===== src/rtl/shared_reg_arbiter.sv =====
// Round-robin arbiter and write sequencer for one shared register.
// Define ARB_FIXED_PRIO_EN to make the lowest-index requester always win.
module shared_reg_arbiter #(
    parameter  int NUM_REQ = 4,
    parameter  int WIDTH   = 8,
    localparam int IDX_W   = $clog2(NUM_REQ)
) (
    input  logic                     i_clk,
    input  logic                     i_rst_n,
    input  logic [NUM_REQ-1:0]       i_req,
    input  logic [NUM_REQ*WIDTH-1:0] i_wdata,
    input  logic                     i_clr,
    output logic [NUM_REQ-1:0]       o_gnt,
    output logic [NUM_REQ-1:0]       o_ack,
    output logic [WIDTH-1:0]         o_q,
    output logic [IDX_W-1:0]         o_owner,
    output logic                     o_busy
);

    typedef enum logic [1:0] {
        IDLE,
        GRANT,
        DONE
    } state_t;

    state_t           state;
    logic [IDX_W-1:0] win;
    logic [IDX_W-1:0] win_nxt;
    logic             any_req;
    logic [WIDTH-1:0] wdata_arr [NUM_REQ];

    for (genvar k = 0; k < NUM_REQ; k++) begin : g_unpack
        assign wdata_arr[k] = i_wdata[k*WIDTH +: WIDTH];
    end

    function automatic logic [NUM_REQ-1:0] onehot(input logic [IDX_W-1:0] idx);
        onehot      = '0;
        onehot[idx] = 1'b1;
    endfunction

`ifdef ARB_FIXED_PRIO_EN
    // Scan downward so the lowest set bit is the last to be written.
    always_comb begin
        win_nxt = '0;
        any_req = 1'b0;
        for (int i = NUM_REQ - 1; i >= 0; i--) begin
            if (i_req[i]) begin
                win_nxt = IDX_W'(i);
                any_req = 1'b1;
            end
        end
    end
`else
    localparam logic [IDX_W:0]   NREQ = (IDX_W+1)'(NUM_REQ);
    localparam logic [IDX_W-1:0] LAST = IDX_W'(NUM_REQ - 1);

    logic [IDX_W-1:0] ptr;
    logic [IDX_W:0]   cand;

    // Explicit wrap: NUM_REQ need not be a power of two.
    always_comb begin
        win_nxt = '0;
        any_req = 1'b0;
        cand    = '0;
        for (int i = 0; i < NUM_REQ; i++) begin
            cand = {1'b0, ptr} + (IDX_W+1)'(i);
            if (cand >= NREQ) begin
                cand = cand - NREQ;
            end
            if (!any_req && i_req[cand[IDX_W-1:0]]) begin
                win_nxt = cand[IDX_W-1:0];
                any_req = 1'b1;
            end
        end
    end
`endif

    always_ff @(posedge i_clk or negedge i_rst_n) begin
        if (!i_rst_n) begin
            state   <= IDLE;
            win     <= '0;
            o_gnt   <= '0;
            o_ack   <= '0;
            o_owner <= '0;
            o_busy  <= 1'b0;
`ifndef ARB_FIXED_PRIO_EN
            ptr     <= '0;
`endif
        end else begin
            o_gnt <= '0;
            o_ack <= '0;
            unique case (state)
                IDLE: begin
                    if (any_req) begin
                        win    <= win_nxt;
                        o_gnt  <= onehot(win_nxt);
                        o_busy <= 1'b1;
                        state  <= GRANT;
                    end
                end
                GRANT: begin
                    o_ack   <= onehot(win);
                    o_owner <= win;
                    state   <= DONE;
                end
                DONE: begin
`ifndef ARB_FIXED_PRIO_EN
                    ptr    <= (win == LAST) ? '0 : win + 1'b1;
`endif
                    o_busy <= 1'b0;
                    state  <= IDLE;
                end
                default: begin
                    o_busy <= 1'b0;
                    state  <= IDLE;
                end
            endcase
        end
    end

    // Clear beats the capture when both land on the same edge.
    always_ff @(posedge i_clk or negedge i_rst_n) begin
        if (!i_rst_n) begin
            o_q <= '0;
        end else if (i_clr) begin
            o_q <= '0;
        end else if (state == GRANT) begin
            o_q <= wdata_arr[win];
        end
    end

endmodule

===== config.mk =====
export PLATFORM = sky130hd
export DESIGN_NAME = shared_reg_arbiter
export DESIGN_NICKNAME = d
export VERILOG_FILES = /design/src/rtl/shared_reg_arbiter.sv
export SDC_FILE = /design/constraint.sdc
export NUM_CORES = 1
export LEC_CHECK = 0
export BUFFER_PORTS_ARGS = -buffer_cell sky130_fd_sc_hd__buf_2
export CAP_MARGIN = 0
export CORE_UTILIZATION = 30
export DETAILED_ROUTE_END_ITERATION = 6
export SYNTH_ARGS = -nofsm -noshare
export SYNTH_HDL_FRONTEND = slang
export SYNTH_SLANG_ARGS = --single-unit

===== constraint.sdc =====
create_clock -name i_clk -period 2.06 [get_ports i_clk]
set_input_delay 0.412 -clock i_clk [delete_from_list [all_inputs] [get_ports i_clk]]
set_output_delay 0.412 -clock i_clk [all_outputs]
set_load 0.05 [all_outputs]

==> results.py, run 1 <==
metrics = {
    "power_and_ir_drop": {
        "internal_power_mw": 1.28,
        "p_clk_share_pct": 11.5,
        "ir_worst_vdd_uv": 376,
        "p_sw_mw": 1.18,
        "power-per-cell-area_nw_per_um2": 1520,
        "leakage_nw": 0.831,
        "p_sw_share_pct": 48.0,
        "combPwrFrac_pct": 53.4,
        "p_seq_share_pct": 35.1,
        "finalPower_mw": 2.46,
    },
    "sta": {
        "fmax_mhz": 613,
        "period_share_pct": 79.2,
        "fin_ws_ns": 0.428,
        "finalSetupTns_ns": 0,
        "whs_ns": 0.105,
        "maxSlewHeadroom_pct": 56.9,
        "hold_viol": 0,
        "rsz0062_at_grt": "false",
        "period_needed_ns": 1.63,
        "drv_slew": 0,
        "setup_viol": 0,
        "worst_pin_slew_ns": 0.647,
        "skew_ns": 0.00170,
    },
    "clock_network": {
        "clk_pin_slew_ns": 0.08,
        "clock-sinks": 25,
        "post_cts_buffers": 0,
        "h-tree-depth": 1,
        "hold_buffers": 0,
        "tritoncts": "done",
        "post_cts_resized": 0,
        "cts_root_buffer": "clkbuf_8",
        "clk_latency_ns": 0.27,
        "numCtsBuffers": 3,
        "clk_path_buf_depth": 2,
    },
    "grt": {
        "globalRoute.totalOverflow": 0,
        "grt_pass1_vias": 969,
        "grt_antenna_before_repair": 0,
        "grt_pass1_wl_mm": 4.05,
        "grt_max_degree": 26,
        "grt_usage_pct": 12.4,
    },
    "logic_synthesis": {
        "yosysSeqAreaShare_pct": 49.9,
        "synth_area_leader_cell": "dfrtp_1",
        "synth_top_area_share_pct": 49.9,
        "yosys_warnings": 0,
        "synth_area_per_cell_um2": 11.8,
        "synth_area_leaders": "dfrtp_1, mux4_2, nand2_1",
        "syn_area_um2": 1250,
        "synth_fp_nets": 149,
        "synthCells": 106,
        "yosysUniqueCellTypes": 30,
        "synth.ff_latch_count": 25,
    },
    "final_layout": {
        "antenna_cells": 0,
        "fin_area_um2": 1620,
        "final-seq-area_um2": 626,
        "layout.nets": 206,
        "multi_input_area_um2": 583,
        "nFillCells": 389,
        "drive_gt1_share_pct": 47.5,
        "areaGrowthSynthToFinish_pct": 29.3,
        "layout.cells.most_common_list": "buf_2, dfrtp_1, nand2_1",
        "layout_commonest_cell": "buf_2",
    },
    "detailed_routing": {
        "ant_nets": 0,
        "drtIter0Drc": 17,
        "wl_per_cell_um": 11.8,
        "drc": 0,
        "vias": 1000,
        "dr.pass1.iters": 4,
        "wl_mm": 2.51,
        "via_per_inst": 4.72,
    },
    "critical_path": {
        "crit_path_end_kind": "register",
        "r2r_cells": 3,
        "startpoint_type": "register",
        "crit_type": "reg2reg",
        "cp_cell_sequence": "inv_1, ha_1, mux2_2",
        "worstPathArrival_ns": 1.79,
        "required_ns": 2.22,
        "r2r_start": "win[0]",
        "worst-path-max-fanout": 13,
        "path_buf_inv": 1,
        "r2r_setup_slack_ns": 0.43,
        "cpPeakStageDelay_ns": 0.76,
        "crit_cells": 3,
        "slowest_stage": "dfrtp_1",
        "reg2reg_to": "ptr[1]",
        "critPathTopFamily": "flip-flops",
    },
    "status": {
        "status": "complete, no violations",
    },
    "flow_run": {
        "maxCapViolCount": 0,
    },
    "min_path": {
        "hp-class": "in2async",
    },
    "floorplan": {
        "initial_core_util_pct": 31.3,
        "dieArea_um2": 4440,
        "rows": 23,
        "boundaryPins": 58,
        "fp.dieH_um": 66.6,
        "chipWidth_um": 66.6,
        "coreArea_um2": 4000,
    },
    "placement": {
        "port_buffers": 57,
        "place.gp.congestion": 0.698,
        "pre_cts_ws_ns": 0.418,
        "placed_area_um2": 1580,
        "dp_hpwl_mm": 2.05,
    },
}
## worst register-to-register path: cells and delay by family, from the launching register on
kind,cells,cell delay [ns]
flops,1,0.76
fa+ha+maj,1,0.32
mux,1,0.26
buf+inv,1,0.17
## state kept, by name (all words and copies together) (netlist names)
register  count
o_ack         4
win           2
state         2
o_busy        1
o_owner       2
ptr           2
o_q           8
o_gnt         4
## power groups by stage
stage	clock, mW	sequential (mW)	combinational, mW
after global placement	0	0.871	1.30
after CTS	0.289	0.871	1.33
final	0.284	0.864	1.32
after detailed placement	0	0.881	1.33
after floorplan	0	1.24	0.681
after global routing	0.302	0.903	1.43
## cells in the mapped netlist, drive strengths merged
cell type,count
o21ai,3
nor3b,2
a221oi,1
nand2,21
dfrtp,25
nor2,4
nor2b,1
a211o,1
clkinv,1
mux4,8
nand2b,4
clkbuf,1
o21a,1
nor3,2
and3,1
and2,4
inv,4
buf,4
a21oi,9
o31ai,1
ha,4
mux2,3
a21o,1
## layer usage
metal	track usage [%]	share of wire, %
met3	1.54	4.5
met5	0	0
met2	23.1	57
met1	12.9	36
met4	7.45	2.4
## kinds of logic after synthesis
family | count (synthesis) | share of synthesized area [%]
multiplexers | 11 | 17.1
AO/OA/AOI/OAI | 17 | 9.48
flip-flops | 25 | 49.9
AND/OR/NAND/NOR | 39 | 16.0
buffers and inverters | 10 | 3.59
adder cells (fa/ha/maj) | 4 | 3.99
## final cells by class
cell class / count / area share [%]
Sequential cell: 25 / 38.6
Multi-Input combinational cell: 71 / 36.0
Clock buffer: 4 / 2.78
Inverter: 5 / 1.23
Timing Repair Buffer: 57 / 17.6
Tap cell: 50 / 3.86
## per-stage QoR
stage	cells	utilization, %
CTS	212	40.5
finish	212	40.5
detailed placement	208	39.4
global placement	208	39.4
floorplan	106	-
global route	212	40.5
## worst max-delay path by stage
stage	from	to
after floorplan	win[0]	o_q[0]
after global placement	win[0]	ptr[1]
after detailed placement	win[0]	ptr[1]
after CTS	win[0]	ptr[1]
after global routing	win[0]	ptr[1]
final	win[0]	ptr[1]
No activity file was read; power rests on OpenSTA's default activity.
==> inputs of run 2 (changes only) <==
ABC_AREA = 1   (was unset)
clock period = 1.5 ns   (was 2.06 ns; I/O delays follow)
==> results.py, run 2 <==
metrics = {
    "logic_synthesis": {
        "synth_top_area_share_pct": 42.2,
        "yosysMostFrequentCell": "nand2_1",
        "synth_area_leader_cell": "dfrtp_1",
        "synthTopCellsByCount": "nand2_1, nor2_1, dfrtp_1",
        "async_flop_share_pct": 100,
        "synthFlopType": "dfrtp_1",
        "yosysSeqAreaShare_pct": 42.2,
        "syn_area_um2": 1480,
        "synth_area_per_cell_um2": 7.49,
        "yosysUniqueCellTypes": 22,
        "synth_area_leaders": "dfrtp_1, nand2_1, nand3_1",
        "yosys_warnings": 0,
        "synth.ff_latch_count": 25,
        "synth_fp_nets": 241,
        "synthCells": 198,
        "synth_edf_count": 0,
    },
    "grt": {
        "globalRoute.totalOverflow": 0,
        "grt_pass1_vias": 1250,
        "grt_antenna_before_repair": 0,
        "grt_usage_pct": 14.0,
        "grt_max_degree": 26,
        "grt_pass1_wl_mm": 5.69,
    },
    "clock_network": {
        "clock-sinks": 25,
        "hold_buffers": 0,
        "cts_root_buffer": "clkbuf_8",
        "clk_pin_slew_ns": 0.09,
        "h-tree-depth": 1,
        "numCtsBuffers": 3,
        "clk_latency_ns": 0.27,
        "tritoncts": "done",
        "clk_path_buf_depth": 2,
    },
    "sta": {
        "period_share_pct": 95.5,
        "maxSlewHeadroom_pct": 64.4,
        "hold_viol": 3,
        "fmax_mhz": 698,
        "rsz0062_at_grt": "true",
        "skew_ns": 0.00243,
        "fin_ws_ns": 0.0680,
        "whs_ns": -0.000727,
        "worst_pin_slew_ns": 0.534,
        "setup_viol": 0,
        "drv_slew": 0,
        "period_needed_ns": 1.43,
    },
    "final_layout": {
        "layout_commonest_cell": "buf_2",
        "drive_gt1_share_pct": 41.1,
        "post-route-util_pct": 42.5,
        "largest_reg_flops": 8,
        "largestRegisters": "o_q (8), o_ack (4), o_gnt (4)",
        "layout.nets": 307,
        "antenna_cells": 0,
        "areaGrowthSynthToFinish_pct": 36.1,
        "regMostFlops": "o_q",
        "layout.cells.most_common_list": "buf_2, nand2_1, nor2_1",
    },
    "power_and_ir_drop": {
        "ir_worst_vdd_uv": 977,
        "power-per-cell-area_nw_per_um2": 2260,
        "leakage_nw": 1.13,
    },
    "floorplan": {
        "boundaryPins": 58,
        "chipWidth_um": 72.3,
        "rows": 25,
        "fp.dieH_um": 72.3,
        "coreArea_um2": 4750,
        "dieArea_um2": 5230,
        "initial_core_util_pct": 31.2,
    },
    "detailed_routing": {
        "wl_mm": 3.49,
        "drtIter0Drc": 37,
        "wl_per_cell_um": 10.6,
        "ant_nets": 0,
        "dr.pass1.iters": 7,
        "drc": 1,
        "vias": 1444,
        "via_per_inst": 4.38,
    },
    "critical_path": {
        "worst-path-max-fanout": 6,
        "startpoint_type": "register",
        "crit_type": "reg2reg",
        "crit_path_end_kind": "register",
        "cpPeakStageDelay_ns": 0.45,
        "cp_cell_sequence": "buf_6, nand2_1, nand2_1, nand2_2, nand2_2, nor2_4, nand3_2, nand2_4, inv_4, nand2_2, nor2_1",
        "cp_common_cell": "nand2_2",
        "required_ns": 1.67,
        "worstPathArrival_ns": 1.60,
        "slowest_stage": "dfrtp_2",
    },
    "placement": {
        "pre_cts_ws_ns": 0.0760,
        "dp_hpwl_mm": 2.67,
        "place.gp.congestion": 0.835,
        "port_buffers": 57,
    },
    "status": {
        "violations": "DRC, hold timing",
        "status": "finished, violations left",
    },
    "min_path": {
        "hp-class": "in2async",
    },
    "flow_run": {
        "maxCapViolCount": 0,
    },
}
[run 2: worst paths after layout]
path | startpoint | end | cells past startpoint | slack, ns
min | i_rst_n | o_q[0] | 1 | -0.0007
max in group asynchronous | i_rst_n | ptr[0] | 1 | 1.11
min reg2reg | o_owner[0] | o_owner[0] | 2 | 0.49
max reg2reg | ptr[0] | o_gnt[0] | 11 | 0.07
max | ptr[0] | o_gnt[0] | 11 | 0.07
min in group i_clk | i_wdata[7] | o_q[7] | 5 | 0.41
[run 2: power breakdown]
group | internal (mW) | switching (mW)
Sequential | 0.932 | 0.175
Clock | 0.188 | 0.211
Combinational | 1.01 | 2.06
[run 2: cell families (layout without fill, tap and decap cells)]
logic type / count (synthesis) / in the layout / share of synthesized area [%]
AO/OA/AOI/OAI: 30 / 30 / 11.0
adder cells (fa/ha/maj): 4 / 4 / 3.37
buffers and inverters: 29 / 94 / 8.26
flip-flops: 25 / 25 / 42.2
AND/OR/NAND/NOR: 110 / 110 / 35.2
[run 2: layout make-up]
type / instances / area, um2
Tap cell: 67 / 83.8
Timing Repair Buffer: 68 / 388
Clock buffer: 3 / 41.3
Fill cell: 506 / 2740
Inverter: 22 / 90.1
Sequential cell: 25 / 628
Multi-Input combinational cell: 144 / 781
Clock inverter: 1 / 7.51
[run 2: repair_timing]
item | 4_1_cts | 5_1_grt
setup endpoints to repair | 0 | 7
resized for setup | 0 | 20
setup buffers | 0 | 4
[run 2: critical path: cells and delay by family (launching register included)]
| family | cells | cell delay [ns] |
|---|---|---|
| buffers and inverters | 2 | 0.20 |
| flip-flops | 1 | 0.45 |
| AND/OR/NAND/NOR | 9 | 0.70 |
[run 2: layer usage]
layer	GRT usage, %	up-vias	wire [um]
met2	22.2	23	1700
met4	5.45	0	53
li1	-	762	-
met1	18.2	654	1630
met5	0	-	0
met3	3.61	5	102
[run 2: per-stage QoR]
stage	std cells	total power, mW	area, um2	setup TNS [ns]
2_1_floorplan	198	3.26	1480	0
5_1_grt	330	4.99	2020	-0.115
6_report	330	4.57	2020	0
3_3_place_gp	322	3.95	1880	0
3_5_place_dp	322	3.97	1880	0
4_1_cts	326	4.38	1930	0
